## config.mk

```make
export PLATFORM = sky130hd
export DESIGN_NAME = bsg_locking_arb_resp_router_flat
export DESIGN_NICKNAME = d
export VERILOG_FILES = /design/src/rtl/bsg_locking_arb_resp_router_if.sv /design/src/rtl/bsg_locking_arb_resp_router.sv /design/src/flat_wrapper.sv
export SDC_FILE = /design/constraint.sdc
export NUM_CORES = 1
export LEC_CHECK = 0
export CORE_MARGIN = 3
export CORE_UTILIZATION = 40
export CTS_CLUSTER_DIAMETER = 200
export DETAILED_ROUTE_END_ITERATION = 8
export PLACE_DENSITY = 0.89
export SLEW_MARGIN = 20
export SYNTH_ARGS = -nofsm -noshare
export SYNTH_HDL_FRONTEND = slang
export SYNTH_SLANG_ARGS = --single-unit
```

## constraint.sdc

```tcl
create_clock -name clk_i -period 5.8 [get_ports clk_i]
set_input_delay 1.74 -clock clk_i [delete_from_list [all_inputs] [get_ports clk_i]]
set_output_delay 1.74 -clock clk_i [all_outputs]
set_load 0.01 [all_outputs]
```

## src/rtl/bsg_locking_arb_resp_router_if.sv

```systemverilog
// Handshake bundle between the locking arbiter, the response router and the
// shared response channel. The router connects through the slave modport.
interface bsg_locking_arb_resp_router_if #(
  parameter int inputs_p          = 16,
  parameter int width_p           = 32,
  parameter int max_outstanding_p = 8
);
  localparam int owner_w_lp = (inputs_p > 1) ? $clog2(inputs_p) : 1;

  logic [inputs_p-1:0]   grants_i;
  logic                  last_i;
  logic                  arb_ready_o;
  logic                  unlock_o;
  logic                  resp_v_i;
  logic [width_p-1:0]    resp_data_i;
  logic                  resp_ready_o;
  logic [inputs_p-1:0]   resp_v_o;
  logic [width_p-1:0]    resp_data_o;
  logic [inputs_p-1:0]   resp_ready_i;
  logic [owner_w_lp-1:0] owner_id_o;
  logic                  busy_o;
  logic                  error_o;

  modport slave (
    input  grants_i, last_i, resp_v_i, resp_data_i, resp_ready_i,
    output arb_ready_o, unlock_o, resp_ready_o, resp_v_o, resp_data_o,
           owner_id_o, busy_o, error_o
  );

  modport master (
    output grants_i, last_i, resp_v_i, resp_data_i, resp_ready_i,
    input  arb_ready_o, unlock_o, resp_ready_o, resp_v_o, resp_data_o,
           owner_id_o, busy_o, error_o
  );
endinterface

```

## src/rtl/bsg_locking_arb_resp_router.sv

```systemverilog
// Return-path router for the locking arbiter: tracks the lock owner and its
// outstanding beats, steers responses to it, and pulses unlock once drained.
//
//   state  | meaning
//   IDLE   | no lock held; next valid grant captures the owner
//   LOCKED | owner holds the lock, more beats may still be granted
//   DRAIN  | last beat granted; waiting for outstanding responses
//   UNLOCK | one-cycle unlock pulse to the arbiter
module bsg_locking_arb_resp_router #(
  parameter int inputs_p          = 16,
  parameter int width_p           = 32,
  parameter int max_outstanding_p = 8
) (
  input logic clk_i,
  input logic reset_n_i,
  bsg_locking_arb_resp_router_if.slave bus
);
  localparam int OW = (inputs_p > 1) ? $clog2(inputs_p) : 1;
  localparam int CW = $clog2(max_outstanding_p + 1);
  localparam logic [CW-1:0] MAX_CNT = CW'(max_outstanding_p);

  typedef enum logic [1:0] {
    IDLE   = 2'd0,
    LOCKED = 2'd1,
    DRAIN  = 2'd2,
    UNLOCK = 2'd3
  } state_t;

  state_t          r_state, w_state_n;
  logic [CW-1:0]   r_cnt, w_cnt_n;
  logic [OW-1:0]   r_owner, w_owner_n;
  logic            r_error;

  logic            w_grant_any;
  logic            w_onehot;
  logic [OW-1:0]   w_grant_idx;
  logic            w_grant_err;
  logic            w_grant_ok;
  logic            w_live;
  logic            w_resp_ready;
  logic            w_resp_fire;
  logic [inputs_p-1:0] w_owner_mask;

  assign w_grant_any = |bus.grants_i;
  assign w_onehot    = w_grant_any && ((bus.grants_i & (bus.grants_i - 1'b1)) == '0);

  always_comb begin
    w_grant_idx = '0;
    for (int i = 0; i < inputs_p; i++) begin
      if (bus.grants_i[i]) w_grant_idx = i[OW-1:0];
    end
  end

  // Any offending grant is dropped entirely so cnt never wraps and owner holds.
  assign w_grant_err = w_grant_any &&
                       (!w_onehot ||
                        (r_state == LOCKED && !bus.grants_i[r_owner]) ||
                        r_state == DRAIN || r_state == UNLOCK ||
                        r_cnt == MAX_CNT);
  assign w_grant_ok  = w_grant_any && !w_grant_err;

  assign w_live       = (r_cnt != '0);
  assign w_resp_ready = bus.resp_ready_i[r_owner] & w_live;
  assign w_resp_fire  = bus.resp_v_i & w_resp_ready;
  assign w_owner_mask = {{(inputs_p-1){1'b0}}, 1'b1} << r_owner;

  always_comb begin
    w_state_n = r_state;
    w_cnt_n   = r_cnt;
    w_owner_n = r_owner;
    case (r_state)
      IDLE: begin
        if (w_grant_ok) begin
          w_owner_n = w_grant_idx;
          w_cnt_n   = CW'(1);
          w_state_n = bus.last_i ? DRAIN : LOCKED;
        end
      end
      LOCKED: begin
        if (w_grant_ok && !w_resp_fire)      w_cnt_n = r_cnt + 1'b1;
        else if (!w_grant_ok && w_resp_fire) w_cnt_n = r_cnt - 1'b1;
        if (w_grant_ok && bus.last_i) w_state_n = DRAIN;
      end
      DRAIN: begin
        if (w_resp_fire) w_cnt_n = r_cnt - 1'b1;
        if (w_cnt_n == '0) w_state_n = UNLOCK;
      end
      UNLOCK: begin
        w_cnt_n   = '0;
        w_state_n = IDLE;
      end
      default: begin
        w_cnt_n   = '0;
        w_state_n = IDLE;
      end
    endcase
  end

  always_ff @(posedge clk_i or negedge reset_n_i) begin
    if (!reset_n_i) begin
      r_state <= IDLE;
      r_cnt   <= '0;
      r_owner <= '0;
      r_error <= 1'b0;
    end else begin
      r_state <= w_state_n;
      r_cnt   <= w_cnt_n;
      r_owner <= w_owner_n;
      r_error <= r_error | w_grant_err;
    end
  end

  assign bus.arb_ready_o  = (r_state == IDLE || r_state == LOCKED) && (r_cnt < MAX_CNT);
  assign bus.unlock_o     = (r_state == UNLOCK);
  assign bus.busy_o       = (r_state != IDLE);
  assign bus.owner_id_o   = r_owner;
  assign bus.error_o      = r_error;
  assign bus.resp_ready_o = w_resp_ready;
  assign bus.resp_v_o     = (bus.resp_v_i && w_live) ? w_owner_mask : '0;
  assign bus.resp_data_o  = bus.resp_data_i;
endmodule

```

## src/flat_wrapper.sv

```systemverilog
// flat-port wrapper written by rule: the top's interface ports become plain ports
module bsg_locking_arb_resp_router_flat 
#(
  parameter int inputs_p          = 16,
  parameter int width_p           = 32,
  parameter int max_outstanding_p = 8
)
  (clk_i, reset_n_i, bus_grants_i, bus_last_i, bus_resp_v_i, bus_resp_data_i, bus_resp_ready_i, bus_arb_ready_o, bus_unlock_o, bus_resp_ready_o, bus_resp_v_o, bus_resp_data_o, bus_owner_id_o, bus_busy_o, bus_error_o);
  bsg_locking_arb_resp_router_if #(.inputs_p(inputs_p), .width_p(width_p), .max_outstanding_p(max_outstanding_p)) bus_i ();
  input logic clk_i;
  input logic reset_n_i;
  input wire logic [$bits(bus_i.grants_i)-1:0] bus_grants_i;
  input wire logic [$bits(bus_i.last_i)-1:0] bus_last_i;
  input wire logic [$bits(bus_i.resp_v_i)-1:0] bus_resp_v_i;
  input wire logic [$bits(bus_i.resp_data_i)-1:0] bus_resp_data_i;
  input wire logic [$bits(bus_i.resp_ready_i)-1:0] bus_resp_ready_i;
  output wire logic [$bits(bus_i.arb_ready_o)-1:0] bus_arb_ready_o;
  output wire logic [$bits(bus_i.unlock_o)-1:0] bus_unlock_o;
  output wire logic [$bits(bus_i.resp_ready_o)-1:0] bus_resp_ready_o;
  output wire logic [$bits(bus_i.resp_v_o)-1:0] bus_resp_v_o;
  output wire logic [$bits(bus_i.resp_data_o)-1:0] bus_resp_data_o;
  output wire logic [$bits(bus_i.owner_id_o)-1:0] bus_owner_id_o;
  output wire logic [$bits(bus_i.busy_o)-1:0] bus_busy_o;
  output wire logic [$bits(bus_i.error_o)-1:0] bus_error_o;
  assign bus_i.grants_i = bus_grants_i;
  assign bus_i.last_i = bus_last_i;
  assign bus_i.resp_v_i = bus_resp_v_i;
  assign bus_i.resp_data_i = bus_resp_data_i;
  assign bus_i.resp_ready_i = bus_resp_ready_i;
  assign bus_arb_ready_o = bus_i.arb_ready_o;
  assign bus_unlock_o = bus_i.unlock_o;
  assign bus_resp_ready_o = bus_i.resp_ready_o;
  assign bus_resp_v_o = bus_i.resp_v_o;
  assign bus_resp_data_o = bus_i.resp_data_o;
  assign bus_owner_id_o = bus_i.owner_id_o;
  assign bus_busy_o = bus_i.busy_o;
  assign bus_error_o = bus_i.error_o;
  bsg_locking_arb_resp_router #(.inputs_p(inputs_p), .width_p(width_p), .max_outstanding_p(max_outstanding_p)) u_core (.clk_i(clk_i), .reset_n_i(reset_n_i), .bus(bus_i));
endmodule
```

Word-level counts from Yosys, hierarchy flattened. Index checks and enable logic that the tools add are counted.

Output and inout port bits: 57. Logic and storage cells: 81. Register bits: 11.

$add $sub $neg: 3. $lt $le $gt $ge: 2. Reductions and logical operators: 28. Eq/ne operators: 8. Muxes and demuxes: 31. Shift operators: 1. Bitwise operators: 4.

Operators with widths (number): $mux 4 (19); $and 16x16->16 (1); $logic_not 16->1 (1); $mux 16 (1); $pmux 4 s4 (1); $reduce_or 16->1 (1); $shl 1x4->16 const A (1); $sub 16x1->16 const B (1); $logic_and 1x1->1 (9); $bmux 1 s4 (2); $mux 2 (4); $pmux 2 s4 (1); $logic_not 1->1 (5); $logic_or 1x1->1 (5); $lt 4x5->1 const B (1); $add 4x1->4 const B (1); $eq 2x2->1 const B (2); $eq 4x4->1 const B (1); $logic_not 4->1 (1); $lt 4x4->1 const B (1); $ne 2x2->1 const B (2); $reduce_and 2->1 (2); $reduce_bool 4->1 (1); $sub 4x1->4 const B (1); other kinds (9) (12).

Depth between registers and ports, before layout.
Depth after elaboration: 17. Depth in mapped cells: 14.

Worst setup path after synthesis. Ideal clock, no wire load.

Kind: input-to-reg. Start point: input bus_grants_i[0]. End point: register u_core.r_cnt[3]. Setup slack: 1.499 ns. Data required time: 5.736 ns. Arrival: 4.237 ns. Cell stages on the path: 11. Library setup time: 0.064 ns. Cells stage by stage: or4_4 -> o41a_1 -> o22ai_2 -> a21oi_2 -> nor3_4 -> ha_1 -> nand2_1 -> nand4_1 -> or3_4 -> a2111oi_4 -> a21o_1.

Word-level cells in the longest chain between the ends: 16. Elaborated cells between the ends (all ways): 25. Those cells by class: add/sub: 1; eq/ne: 2; mux: 4; bitwise: 1; reduce/logical: 17.

RTL lines: start, declared (RTL line flat_wrapper.sv:12) `input wire logic [$bits(bus_i.grants_i)-1:0] bus_grants_i;`; $sub 16x1->16 (RTL line bsg_locking_arb_resp_router.sv:45) `assign w_onehot = w_grant_any && ((bus.grants_i & (bus.grants_i - 1'b1)) == '0);`; $and 16x16->16 (RTL line bsg_locking_arb_resp_router.sv:45); $logic_not 16->1 (RTL line bsg_locking_arb_resp_router.sv:45); $logic_and 1x1->1 (RTL line bsg_locking_arb_resp_router.sv:45); $logic_not 1->1 (RTL line bsg_locking_arb_resp_router.sv:56) `(!w_onehot ||`; $logic_or 1x1->1 (RTL line bsg_locking_arb_resp_router.sv:56); $logic_or 1x1->1 (RTL line bsg_locking_arb_resp_router.sv:57) `(r_state == LOCKED && !bus.grants_i[r_owner]) ||`; $logic_or 1x1->1 (2 in series) (RTL line bsg_locking_arb_resp_router.sv:58) `r_state == DRAIN || r_state == UNLOCK ||`; $logic_and 1x1->1 (RTL line bsg_locking_arb_resp_router.sv:55) `assign w_grant_err = w_grant_any &&`; $logic_not 1->1 (RTL line bsg_locking_arb_resp_router.sv:60) `assign w_grant_ok = w_grant_any && !w_grant_err;`; $logic_and 1x1->1 * (RTL line bsg_locking_arb_resp_router.sv:60); $logic_not 1->1 (RTL line bsg_locking_arb_resp_router.sv:81) `else if (!w_grant_ok && w_resp_fire) w_cnt_n = r_cnt - 1'b1;`; $logic_and 1x1->1 (RTL line bsg_locking_arb_resp_router.sv:81); $ne 3x3->1 (no line); $reduce_and 2->1 (no line); end signal, assigned (RTL line bsg_locking_arb_resp_router.sv:107) `r_cnt <= w_cnt_n;`; end, declared (RTL line bsg_locking_arb_resp_router.sv:30) `logic [CW-1:0] r_cnt, w_cnt_n;`.

Mark *: on every way between the ends. The rest lies on a longest branch, timed or not. The select of a mux whose other input is x is not followed. A chain may end at the register's enable or synchronous reset.

Worst setup path after layout.
Start point: input bus_resp_ready_i[15]. End point: output bus_resp_ready_o.

Word-level cells in the longest chain between the ends: 3.

RTL lines: start, declared (RTL line flat_wrapper.sv:16) `input wire logic [$bits(bus_i.resp_ready_i)-1:0] bus_resp_ready_i;`; $bmux 1 s4 (RTL line bsg_locking_arb_resp_router.sv:63) `assign w_resp_ready = bus.resp_ready_i[r_owner] & w_live;`; $mux 1 (implied by the code) (RTL line bsg_locking_arb_resp_router.sv:63); $and 1x1->1 (RTL line bsg_locking_arb_resp_router.sv:63); end, declared (RTL line flat_wrapper.sv:19) `output wire logic [$bits(bus_i.resp_ready_o)-1:0] bus_resp_ready_o;`.

No other way between the ends. The select of a mux whose other input is x is not followed.

==> impl_summary.txt <==
----------------------------------------------------
[Outcome]
  Result of the run ... finished clean

[Worst setup path]
  Setup Crit Path Kind ... in -> out
  Reg-to-Reg End ... u_core.r_cnt[3]
  Setup crit start kind ... primary input
  Crit path required time ... 4.06 ns
  CP max FO ... 2
  Type of destination of the critical path ... primary output
  Crit Reg-Reg Startpoint ... u_core.r_cnt[0]
  Arrival time reported for the critical path endpoint ... 3.52 ns
  Cells on worst reg2reg path ... 13
  R2R Setup Slk ... 2.08 ns

[Synth]
  Largest cells by area after synthesis ... sky130_fd_sc_hd__dfrtp_1 (15%), sky130_fd_sc_hd__buf_4 (13%), sky130_fd_sc_hd__mux4_2 (7.2%)
  Number of flops mapped to enable cells by yosys ... 0
  Share of the yosys chip area belonging to registers ... 14.6%
  Post-synthesis instance total ... 235
  Post-synthesis cell type with the largest combined area ... sky130_fd_sc_hd__dfrtp_1
  Number of different library cells in the post-synthesis netlist ... 56
  Count of warnings emitted by yosys ... 0
  Share of Yosys cell area claimed by the top area cell type ... 14.6%
  Most used flip-flop cell after synthesis ... sky130_fd_sc_hd__dfrtp_1
  Commonest cells post-synth ... sky130_fd_sc_hd__buf_4 (33), sky130_fd_sc_hd__nor2_1 (21), sky130_fd_sc_hd__nor3_1 (17)
  Flop and latch count out of synthesis ... 11
  Cell area after synthesis ... 0.00188 mm2
  Net count of the mapped netlist ... 311
  Synthesized area divided by synthesized cell count ... 8.02 um2
  Synth async-reset ratio ... 100%
  Most frequently used cell type in the post-synthesis netlist ... sky130_fd_sc_hd__buf_4

[Floorplan]
  Placeable core area ... 0.00444 mm2
  IO Count ... 125
  Die ar. ... 0.00557 mm2
  Width of the chip ... 74.6 um
  Floorplan die height ... 74.6 um
  Starting density of the core ... 42.4%
  Number of standard-cell rows in the floorplan ... 24

[GRT]
  Via count of the first global-routing pass ... 1903
  Number of antenna violations at the first check in global routing ... 0
  Global-route wire length before repair ... 8670 um
  Tot GR Track Use ... 19.4%
  Pin count of the biggest net entering global routing ... 22
  Remaining global-route overflow ... 0

[Cells and area]
  Post-synthesis to final-layout area growth ... 23.4%
  Total inserted antenna cells ... 0
  Layout fillers ... 432
  Fraction of final layout cells sized beyond drive strength 1 ... 7.31%
  # nets final ... 337

[Clocking]
  Cell at the root of the clock tree ... sky130_fd_sc_hd__clkbuf_8
  Number of H-tree branching levels ... 1
  Number of clock sinks ... 11
  Clock slew at reported path FFs ... 0.05 ns
  Clock buffer depth ... 2
  Clk_lat worst skew ... 0.24 ns
  Hold-fix buffers, CTS ... 0
  Count of cells resized by post-cts repair ... 0
  TritonCTS Buffers ... 3
  TritonCTS clock tree ... built
  Setup Buffers After CTS ... 0

[Power]
  Leakage power ... 0.840 nW
  Part of the power in the clock network ... 13.2%
  Switching power ... 0.000267 W
  Total power after layout ... 0.000581 W
  Pwr per Cell Area ... 250 mW/mm2
  Total internal power ... 0.000315 W
  Switching part of the total ... 45.9%
  Comb power frac ... 66.6%
  Relative contribution of sequential cells to total power ... 20.2%
  Worst-case vdd ir drop ... 178 uV

[Routing]
  DR vias/cell ... 6.23
  Vias after detailed routing ... 1945
  Final wirelength ... 5360 um
  Number of nets still failing antenna checks after routing ... 0
  Count of routing violations after the opening detailed-route iteration ... 132
  Routed wire length per instance ... 17.2 um
  Total iterations of the first detailed-routing run ... 4
  Count of unresolved DRC violations after routing ... 0

[Timing]
  Transition time at the pin with the least slew margin ... 0.818 ns
  Final Max Tran Viols ... 0
  Relative max-transition margin ... 45.5%
  Unrepaired setup endpoints after global routing ... false
  Worst setup skew after layout ... 0.00441 ns
  Peak clock frequency supported by timing ... 190 MHz
  Share of the clock period used by the worst path ... 90.8%
  Final setup violating endpoints ... 0
  Final hold violation count ... 0
  Sum of negative setup slack ... 0 ns
  Final min period ... 5.26 ns

[Placed design]
  Detailed placement HPWL ... 4190 um
  Count of buffers from port buffering ... 60
  Final RePlAce weighted congestion ... 0.890

[Worst hold path]
  Min-Delay Endpoint ... u_core.bus.error_o
  Min-Delay Startpoint ... u_core.bus.error_o
  Classification of the worst-slack hold path ... reg -> reg
  Worst hold stages ... 1

[Job]
  Max Cap Viol ... 0

----------------------------------------------------
worst max path at each step:
stage	startpoint	to	slack, ns	cells after the start
5_1_grt	bus_grants_i[1]	u_core.r_cnt[3]	0.40	12
6_report	bus_resp_ready_i[15]	bus_resp_ready_o	0.54	7
2_1_floorplan	bus_grants_i[0]	u_core.r_cnt[3]	1.50	11
3_5_place_dp	bus_grants_i[4]	u_core.r_cnt[3]	0.49	12
4_1_cts	bus_resp_ready_i[15]	bus_resp_ready_o	0.52	7
3_3_place_gp	bus_grants_i[4]	u_core.r_cnt[3]	0.52	12
registers in the layout, indices dropped and copies added, names as in the netlist:
name,count
u_core.r_cnt,4
u_core.bus.owner_id_o,4
u_core.r_state,2
u_core.bus.error_o,1
layout make-up:
| class | count | area (um2) | share of cell area [%] |
|---|---|---|---|
| clock buffer | 4 | 45.0 | 1.94 |
| inverter | 16 | 60.1 | 2.58 |
| multi-input combinational | 168 | 1270 | 54.7 |
| sequential | 11 | 275 | 11.8 |
| tap | 52 | 65.1 | 2.80 |
| timing repair buffer | 61 | 608 | 26.2 |
stage by stage:
| stage | std cells | hold slack, ns | utilization, % | setup slack, ns | instance area [um2] |
|---|---|---|---|---|---|
| final | 312 | 0.515 | 52.3 | 0.535 | 2320 |
| after global routing | 312 | 0.559 | 52.3 | 0.399 | 2320 |
| after CTS | 312 | 0.534 | 52.3 | 0.523 | 2320 |
| after detailed placement | 308 | 0.507 | 51.3 | 0.487 | 2280 |
| after global placement | 308 | 0.473 | 51.3 | 0.525 | 2280 |
| after floorplan | 235 | 0.513 | - | 1.50 | 1880 |
cell families after synthesis:
family | count (synthesis) | share of synthesized area [%]
and+or+nand+nor | 81 | 23.0
AOI/OAI and AO/OA | 56 | 22.9
buffers and inverters | 56 | 17.9
muxes | 21 | 15.3
DFF | 11 | 14.6
adders and majority gates | 8 | 5.31
xor gates and xnor gates | 2 | 0.930
power groups by stage:
stage          clock network [W]  registers [W]  logic, W
2_1_floorplan                  0       0.000112  0.000280
3_3_place_gp                   0       0.000118  0.000369
3_5_place_dp                   0       0.000118  0.000380
4_1_cts                0.0000783       0.000117  0.000384
5_1_grt                0.0000820       0.000121  0.000426
6_report               0.0000765       0.000118  0.000387
critical path: stages:
cell and delay, ns:
sky130_fd_sc_hd__clkdlybuf4s50_1 0.40, sky130_fd_sc_hd__mux4_2 0.47, sky130_fd_sc_hd__nor2_1 0.15, sky130_fd_sc_hd__nor2_1 0.06, sky130_fd_sc_hd__a21oi_1 0.15, sky130_fd_sc_hd__a31oi_1 0.06, sky130_fd_sc_hd__clkdlybuf4s50_1 0.49
layer usage:
metal / global-route usage [%] / routed length, um / up-vias
met2: 33.3 / 2560 / 114
li1: - / - / 912
met5: 0 / 0 / -
met4: 7.51 / 161 / 0
met3: 3.60 / 484 / 22
met1: 24.1 / 2150 / 897
layout by cell type, fill, tap and decap left out, drive strengths merged, types with 4 or more instances in the layout:
| cell type | synthesis | routed |
|---|---|---|
| clkdlybuf4s50 | 0 | 60 |
| nor2 | 21 | 21 |
| nor3 | 18 | 18 |
| inv | 16 | 16 |
| mux2i | 12 | 12 |
| nand2 | 11 | 11 |
| dfrtp | 11 | 11 |
| o21ai | 9 | 9 |
| a21oi | 9 | 9 |
| nand3 | 8 | 8 |
| ha | 8 | 8 |
| mux4 | 6 | 6 |
| nor4 | 6 | 6 |
| nand4 | 5 | 5 |
| a2111oi | 4 | 4 |
| clkbuf | 3 | 4 |
Power figures use the tool's default switching activity.
